### src/rtl/arcade_input_pkg.sv
// Shared constants for the arcade input front end: button bit positions, PS/2 scancodes and coin FSM states.
// Pure declarations; no logic, no latency.
package arcade_input_pkg;

    localparam int BTN_RIGHT = 0;
    localparam int BTN_LEFT  = 1;
    localparam int BTN_DOWN  = 2;
    localparam int BTN_UP    = 3;
    localparam int BTN_A     = 4;
    localparam int BTN_B     = 5;
    localparam int BTN_C     = 6;
    localparam int BTN_D     = 7;
    localparam int BTN_START = 8;
    localparam int BTN_COIN  = 9;

    localparam logic [7:0] SC_UP    = 8'h75;
    localparam logic [7:0] SC_DOWN  = 8'h72;
    localparam logic [7:0] SC_LEFT  = 8'h6B;
    localparam logic [7:0] SC_RIGHT = 8'h74;
    localparam logic [7:0] SC_W     = 8'h1D;
    localparam logic [7:0] SC_A     = 8'h1C;
    localparam logic [7:0] SC_S     = 8'h1B;
    localparam logic [7:0] SC_D     = 8'h23;
    localparam logic [7:0] SC_1     = 8'h16;
    localparam logic [7:0] SC_F1    = 8'h05;
    localparam logic [7:0] SC_2     = 8'h1E;
    localparam logic [7:0] SC_F2    = 8'h06;
    localparam logic [7:0] SC_5     = 8'h2E;
    localparam logic [7:0] SC_6     = 8'h36;

    typedef enum logic [1:0] {
        COIN_IDLE  = 2'd0,
        COIN_PULSE = 2'd1,
        COIN_GAP   = 2'd2
    } coin_state_t;

endpackage

### src/rtl/coin_pulser.sv
// Shapes a coin request into a COIN_FRAMES-tick pulse followed by a COIN_FRAMES-tick gap; one queued retrigger.
// Request edge registered at n -> o_pulse at n+1; no backpressure, extra edges saturate the pending flag.
module coin_pulser
    import arcade_input_pkg::*;
#(
    parameter int COIN_FRAMES = 3
) (
    input  logic clk_sys,
    input  logic reset,
    input  logic i_req,
    input  logic i_tick,
    output logic o_pulse
);
    localparam logic [7:0] LOAD = 8'(COIN_FRAMES);

    coin_state_t r_state, w_state_nxt;
    logic [7:0]  r_cnt, w_cnt_nxt;
    logic        r_pend, w_pend_nxt;
    logic        r_req, r_req_d;
    logic        w_edge;

    assign w_edge  = r_req & ~r_req_d;
    assign o_pulse = (r_state == COIN_PULSE);

    always_ff @(posedge clk_sys) begin
        if (reset) begin
            r_state <= COIN_IDLE;
            r_cnt   <= 8'd0;
            r_pend  <= 1'b0;
            r_req   <= 1'b0;
            r_req_d <= 1'b0;
        end else begin
            r_state <= w_state_nxt;
            r_cnt   <= w_cnt_nxt;
            r_pend  <= w_pend_nxt;
            r_req   <= i_req;
            r_req_d <= r_req;
        end
    end

    always_comb begin
        w_state_nxt = r_state;
        w_cnt_nxt   = r_cnt;
        w_pend_nxt  = r_pend;
        case (r_state)
            COIN_IDLE: begin
                if (w_edge) begin
                    w_state_nxt = COIN_PULSE;
                    w_cnt_nxt   = LOAD;
                end
            end
            COIN_PULSE: begin
                w_pend_nxt = r_pend | w_edge;
                if (i_tick) begin
                    if (r_cnt == 8'd1) begin
                        w_state_nxt = COIN_GAP;
                        w_cnt_nxt   = LOAD;
                    end else begin
                        w_cnt_nxt = r_cnt - 8'd1;
                    end
                end
            end
            COIN_GAP: begin
                w_pend_nxt = r_pend | w_edge;
                if (i_tick) begin
                    if (r_cnt == 8'd1) begin
                        // An edge arriving on the final gap tick counts as pending, not lost.
                        if (r_pend | w_edge) begin
                            w_state_nxt = COIN_PULSE;
                            w_cnt_nxt   = LOAD;
                            w_pend_nxt  = 1'b0;
                        end else begin
                            w_state_nxt = COIN_IDLE;
                            w_cnt_nxt   = 8'd0;
                        end
                    end else begin
                        w_cnt_nxt = r_cnt - 8'd1;
                    end
                end
            end
            default: w_state_nxt = COIN_IDLE;
        endcase
    end

endmodule

### src/rtl/arcade_input_mapper.sv
// Merges PS/2 keys and HPS joysticks into per-player buttons, start lines and shaped coin pulses (joy 1 cycle, key 2 cycles).
// No backpressure; define INPUT_AUTOCOIN_EN to make each start rising edge also raise that player's coin request.
module arcade_input_mapper
    import arcade_input_pkg::*;
#(
    parameter int NUM_PLAYERS = 2,
    parameter int COIN_FRAMES = 3
) (
    input  logic                      clk_sys,
    input  logic                      reset,
    input  logic [10:0]               ps2_key,
    input  logic [16*NUM_PLAYERS-1:0] joy,
    input  logic                      separate,
    input  logic                      frame_tick,
    output logic [16*NUM_PLAYERS-1:0] players,
    output logic [NUM_PLAYERS-1:0]    start,
    output logic [NUM_PLAYERS-1:0]    coin
);
    logic                      r_tog_prev;
    logic [7:0]                r_kb_vec;
    logic [3:0]                r_start_key;  // {F2, 2, F1, 1}
    logic [1:0]                r_coin_key;   // {6, 5}
    logic [16*NUM_PLAYERS-1:0] r_players;
    logic [NUM_PLAYERS-1:0]    r_start;
    logic [NUM_PLAYERS-1:0]    r_coin;

    logic                      w_evt, w_press, w_plain;
    logic [7:0]                w_code;
    logic [3:0]                w_start_key_all, w_coin_key_all;
    logic [15:0]               w_kb16, w_joy_or, w_base;
    logic [16*NUM_PLAYERS-1:0] w_players;
    logic [NUM_PLAYERS-1:0]    w_start_req, w_coin_req, w_pulse;

    assign w_evt   = ps2_key[10] ^ r_tog_prev;
    assign w_press = ps2_key[9];
    assign w_plain = ~ps2_key[8];
    assign w_code  = ps2_key[7:0];

    // Toggle history follows the input even in reset, so releasing reset never looks like an event.
    always_ff @(posedge clk_sys) begin
        r_tog_prev <= ps2_key[10];
        if (reset) begin
            r_kb_vec    <= 8'h00;
            r_start_key <= 4'h0;
            r_coin_key  <= 2'b00;
        end else if (w_evt) begin
            case (w_code)
                SC_UP:    r_kb_vec[BTN_UP]    <= w_press;
                SC_DOWN:  r_kb_vec[BTN_DOWN]  <= w_press;
                SC_LEFT:  r_kb_vec[BTN_LEFT]  <= w_press;
                SC_RIGHT: r_kb_vec[BTN_RIGHT] <= w_press;
                SC_W:     if (w_plain) r_kb_vec[BTN_D] <= w_press;
                SC_A:     if (w_plain) r_kb_vec[BTN_B] <= w_press;
                SC_S:     if (w_plain) r_kb_vec[BTN_C] <= w_press;
                SC_D:     if (w_plain) r_kb_vec[BTN_A] <= w_press;
                SC_1:     if (w_plain) r_start_key[0]  <= w_press;
                SC_F1:    if (w_plain) r_start_key[1]  <= w_press;
                SC_2:     if (w_plain) r_start_key[2]  <= w_press;
                SC_F2:    if (w_plain) r_start_key[3]  <= w_press;
                SC_5:     if (w_plain) r_coin_key[0]   <= w_press;
                SC_6:     if (w_plain) r_coin_key[1]   <= w_press;
                default: ;
            endcase
        end
    end

    // Padding to four players drops key requests aimed at absent players.
    assign w_start_key_all = {2'b00, r_start_key[3] | r_start_key[2], r_start_key[1] | r_start_key[0]};
    assign w_coin_key_all  = {2'b00, r_coin_key};
    assign w_kb16          = {8'h00, r_kb_vec};

    always_comb begin
        w_joy_or = 16'h0000;
        for (int i = 0; i < NUM_PLAYERS; i++) begin
            w_joy_or = w_joy_or | joy[16*i +: 16];
        end
    end

    always_comb begin
        w_players   = '0;
        w_start_req = '0;
        w_coin_req  = '0;
        w_base      = 16'h0000;
        for (int i = 0; i < NUM_PLAYERS; i++) begin
            w_start_req[i] = joy[16*i + BTN_START] | w_start_key_all[i];
            w_coin_req[i]  = joy[16*i + BTN_COIN]  | w_coin_key_all[i];
`ifdef INPUT_AUTOCOIN_EN
            w_coin_req[i]  = w_coin_req[i] | (w_start_req[i] & ~r_start[i]);
`endif
            if (separate) begin
                w_base = joy[16*i +: 16] | ((i == 0) ? w_kb16 : 16'h0000);
            end else begin
                w_base = w_joy_or | w_kb16;
            end
            w_base[BTN_START]     = w_start_req[i];
            w_base[BTN_COIN]      = w_pulse[i];
            w_players[16*i +: 16] = w_base;
        end
    end

    for (genvar g = 0; g < NUM_PLAYERS; g++) begin : g_coin
        coin_pulser #(
            .COIN_FRAMES(COIN_FRAMES)
        ) u_coin_pulser (
            .clk_sys (clk_sys),
            .reset   (reset),
            .i_req   (w_coin_req[g]),
            .i_tick  (frame_tick),
            .o_pulse (w_pulse[g])
        );
    end

    always_ff @(posedge clk_sys) begin
        if (reset) begin
            r_players <= '0;
            r_start   <= '0;
            r_coin    <= '0;
        end else begin
            r_players <= w_players;
            r_start   <= w_start_req;
            r_coin    <= w_pulse;
        end
    end

    assign players = r_players;
    assign start   = r_start;
    assign coin    = r_coin;

endmodule
### config.mk
export PLATFORM = sky130hd
export DESIGN_NAME = arcade_input_mapper
export DESIGN_NICKNAME = d
export VERILOG_FILES = /design/src/rtl/arcade_input_pkg.sv /design/src/rtl/coin_pulser.sv /design/src/rtl/arcade_input_mapper.sv
export SDC_FILE = /design/constraint.sdc
export NUM_CORES = 1
export LEC_CHECK = 0
export CAP_MARGIN = 40
export CORE_UTILIZATION = 44
export CTS_CLUSTER_DIAMETER = 200
export CTS_CLUSTER_SIZE = 25
export DETAILED_ROUTE_END_ITERATION = 10
export PLACE_DENSITY = 0.76
export SLEW_MARGIN = 20
export SYNTH_ARGS = -nofsm -noshare
export SYNTH_HDL_FRONTEND = slang
export SYNTH_SLANG_ARGS = --single-unit
### constraint.sdc
create_clock -name clk_sys -period 1.85 [get_ports clk_sys]
set_input_delay 0.37 -clock clk_sys [delete_from_list [all_inputs] [get_ports clk_sys]]
set_output_delay 0.37 -clock clk_sys [all_outputs]
set_load 0.03 [all_outputs]
==> summary by stage <==
Status
The flow ran to the end, and the final reports show no timing, DRC or antenna violations.

Clock network
Hold repair after CTS inserted 0 buffers. The root buffer cell chosen for the clock tree is sky130_fd_sc_hd__clkbuf_8. The level count of the clock H-tree is 3. Counting every sink on the clock net gives 73.

The maximum buffer depth of the clock tree is 2. TritonCTS built the clock tree. The source-to-sink clock delay at the later pin of the worst-skew pair is 360 ps. The clock-pin slew reported for the worst setup and hold paths after clock tree synthesis is 90 ps. The number of buffers added by the clock tree synthesis step is 9.

Logic synthesis
After synthesis the netlist holds a flip-flop and latch count of 73. sky130_fd_sc_hd__nor2_1 is the most common cell in the netlist. The synthesized area per cell is 8.81 um2. Of the total synthesized cell area, the portion taken by AND, OR, NAND and NOR gates is 0.255. The count of cell types in the netlist is 63. The share of synthesized area occupied by flip-flops and latches is 0.439. The instance count of the mapped netlist is 378. Sorting the synthesized cells by area gives the leading types as sky130_fd_sc_hd__dfxtp_1, sky130_fd_sc_hd__nor2_1, sky130_fd_sc_hd__ha_1, sky130_fd_sc_hd__a21oi_1, sky130_fd_sc_hd__mux2i_1.

The share of the synthesized area in compound gates (AO/OA/AOI/OAI) came to 0.160. The cell area after technology mapping is 3330 um2. The synthesized design contains 0 enable-type register cells. The main combinational cell family by area after synthesis is simple AND/OR/NAND/NOR gates. Of all flip-flops after synthesis, the portion carrying an async set or reset was 0. The most used flip-flop cell after synthesis is sky130_fd_sc_hd__dfxtp_1.

The share of synthesized area in the top cell type comes to 0.439. Of the total synthesized cell area, the portion taken by full adders, half adders and majority gates is 0.0526. Counting instances in the post-synthesis netlist gives the leading cell types as sky130_fd_sc_hd__nor2_1, sky130_fd_sc_hd__dfxtp_1, sky130_fd_sc_hd__a21oi_1. The multiplexer share of the synthesized area is 0.0394. The cell type with the highest aggregate area in the netlist is sky130_fd_sc_hd__dfxtp_1. The net count after synthesis is 439. The xor/xnor cell area share of the yosys netlist is 0.0131. The Yosys step of the flow raised 0 warnings.

Die
Measured along the x axis, the die boundary spans 89.0 um. The core area is 7290 um2. The die footprint is 7920 um2.

The floorplan die height is 89.0 um. Pin placement for this block handled 83 I/O pins. After floorplanning, the core was divided into 31 placement rows. The initial utilization of the core area, before any placement, comes to 0.457.

Critical path
The endpoint identified for the worst register-to-register timing path is g_coin[0].u_coin_pulser.r_cnt[3]$_SDFFE_PP0P_. The worst stage delay on the critical path is 390 ps. The internal reg-to-reg setup slack is 70 ps.

The start of the worst register-to-register path is g_coin[0].u_coin_pulser.r_state[1]$_SDFFE_PP0P_. The launching element type of the critical path is a flip-flop. For the worst setup path, the data arrival time is 2030 ps.

The critical path class is reg -> reg. STA puts the critical path data required time at 2100 ps. The highest net fanout along the worst path is 5.

The critical path goes through inv_2 -> ha_2 -> or2_4 -> a221oi_4 -> buf_6 -> o22ai_1 -> a32o_1. The endpoint type of the worst setup path is a flip-flop. The end of the critical path is g_coin[0].u_coin_pulser.r_cnt[3]$_SDFFE_PP0P_. The timing startpoint of the critical path is g_coin[0].u_coin_pulser.r_state[1]$_SDFFE_PP0P_. The number of cells on the worst reg-to-reg path is 7. Among all stages on the critical path, the largest delay is contributed by sky130_fd_sc_hd__a221oi_4.

Routing
After detailed routing, the average wire length per cell comes to 13.2 um. The count of antenna-violating nets left after detailed routing is 0. The routed design has 7860 um of wire. The routed layout has 3098 vias.

Dividing the detail-routed via count by the number of cells gives 5.19. The DRC violation count after routing is 0. Before antenna repair, the detailed router went through 4 iterations.

The violation count after the first detailed-routing iteration is 84.

Layout
The number of inserted diodes is 0. The area growth from synthesis to final layout is 41.7%. Of the cells placed in the final design, the portion with a size suffix greater than 1 is 0.169. The number of nets in the finished design is 554.

The fraction of the core area covered by cells at the end of the flow is 0.647.

Timing
The final clock period utilization by the worst path is 0.963. For the pin with the worst max-slew slack, the measured transition is 599 ps. Between clock sinks in the finished design, the worst skew comes to 10.1 ps. The final critical-path required period is 1780 ps. In this run the tightest slew margin relative to its limit is 0.601. The final-report hold violation count is 0.

Setup total negative slack on the finished layout was measured at 0 ps. The final-report max-slew violation count was 0. Setup violations remaining at the end of the flow were counted as 0. Timing would allow up to 561 MHz.

Pwr
The maximum ir drop on the vdd rail is 0.515 mV. The power density over cell area is 1110 nW/um2. The analysis attributes to cell leakage a power of 0.00193 uW.

Global route
The first global-routing pass estimated 12700 um of wire. The aggregate global routing overflow is 0. The number of global-route vias before repair is 2947. The initial antenna violation count is 0. Entering global routing, the biggest net connects 25 pins. The global router's overall resource usage is 0.208.

Run
Max-cap violations in this run came to 0.

Worst hold path
The tightest min-delay check is of the in -> reg type.

Placement
Routability-driven placement finished with a final weighted congestion of 0.807. The detailed placement HPWL is 5880 um. The number of buffers inserted by port buffering is 82.
[layer usage]
| layer | GRT usage | up-vias | wire, um |
|---|---|---|---|
| met5 | 0 | - | 0 |
| met4 | 0.0823 | 0 | 114 |
| met3 | 0.0665 | 10 | 544 |
| met2 | 0.363 | 94 | 3750 |
| met1 | 0.237 | 1431 | 3450 |
| li1 | - | 1563 | - |
[worst min-delay path by stage]
| stage | start | end | slack [ps] | depth (start not counted) |
|---|---|---|---|---|
| after global placement | r_coin_key[1]$_SDFFE_PP0P_ | g_coin[1].u_coin_pulser.r_req$_SDFF_PP0_ | 450 | 2 |
| after floorplan | ps2_key[10] | r_tog_prev$_DFF_P_ | 400 | 0 |
| final | reset | players[25]$_SDFF_PP0_ | 430 | 2 |
| after CTS | reset | players[25]$_SDFF_PP0_ | 420 | 2 |
| after global routing | reset | players[25]$_SDFF_PP0_ | 480 | 2 |
| after detailed placement | r_coin_key[1]$_SDFFE_PP0P_ | r_coin_key[1]$_SDFFE_PP0P_ | 460 | 2 |
[cells by family (layout without fill, tap and decap cells)]
kind of cell	count (synthesis)	after routing
AND/OR/NAND/NOR	169	169
adder cells (fa/ha/maj)	14	14
flip-flops	73	73
AO/OA/AOI/OAI	72	72
buffers and inverters	32	152
XOR/XNOR	5	5
multiplexers	13	13
[registers in the layout, summed over array words and instances, names as in the netlist]
name	count
r_kb_vec	8
g_coin.u_coin_pulser.r_req_d	2
g_coin.u_coin_pulser.r_pend	2
r_coin_key	2
r_tog_prev	1
players	32
r_start_key	4
g_coin.u_coin_pulser.r_state	4
g_coin.u_coin_pulser.r_cnt	16
g_coin.u_coin_pulser.r_req	2
[worst max-delay path: cells and delay by family, from the launching register on]
family,cells,cell delay (ps)
simple gates,1,260
buf+inv,2,220
compound gates,3,670
fa+ha+maj,1,170
flops,1,370
[cell type report]
| type | instances | area (um2) |
|---|---|---|
| Tap cell | 99 | 124 |
| Clock inverter | 7 | 61.3 |
| Multi-Input combinational cell | 273 | 1770 |
| Timing Repair Buffer | 122 | 1120 |
| Inverter | 14 | 52.6 |
| Clock buffer | 9 | 124 |
| Fill cell | 622 | 2570 |
| Sequential cell | 73 | 1470 |
[where the power goes]
part           switching, uW  internal [uW]  leakage, uW  total (uW)
clock                    673            509    0.0000884        1180
sequential               144           1770     0.000604        1910
combinational           1070           1100      0.00124        2170
total                   1880           3380      0.00193        5260
[cell usage in the layout, fill, tap and decap left out, drive strengths merged, types with 3 or more instances in the layout]
| cell type | n |
|---|---|
| a211oi | 4 |
| a21oi | 28 |
| buf | 41 |
| clkbuf | 9 |
| clkdlybuf4s50 | 81 |
| dfxtp | 73 |
| ha | 14 |
| inv | 17 |
| mux2i | 12 |
| nand2 | 24 |
| nand2b | 8 |
| nand3 | 4 |
| nand4 | 7 |
| nand4b | 5 |
| nor2 | 75 |
| nor2b | 10 |
| nor3 | 9 |
| nor4 | 4 |
| o21ai | 4 |
| o221a | 4 |
| o22ai | 3 |
| o2bb2ai | 6 |
| or2 | 4 |
| or4 | 3 |
| or4b | 4 |
| xnor2 | 4 |
[through the flow]
stage	hold slack [ps]	setup slack (ps)	total power, uW	instance area (um2)	instances
4_1_cts	417	1.63	5230	4690	596
2_1_floorplan	398	3.74	3230	3350	378
3_3_place_gp	449	-243	3950	4480	579
6_report	426	67.6	5260	4720	597
3_5_place_dp	456	-244	4000	4480	579
5_1_grt	479	-14.7	5580	4720	597
[what timing repair did]
item	4_1_cts	5_1_grt
gates resized for setup	6	11
setup endpoints to repair	12	15
setup buffers	0	1
gates cloned	1	0
pin swaps	1	4
Power figures use the tool's default switching activity.
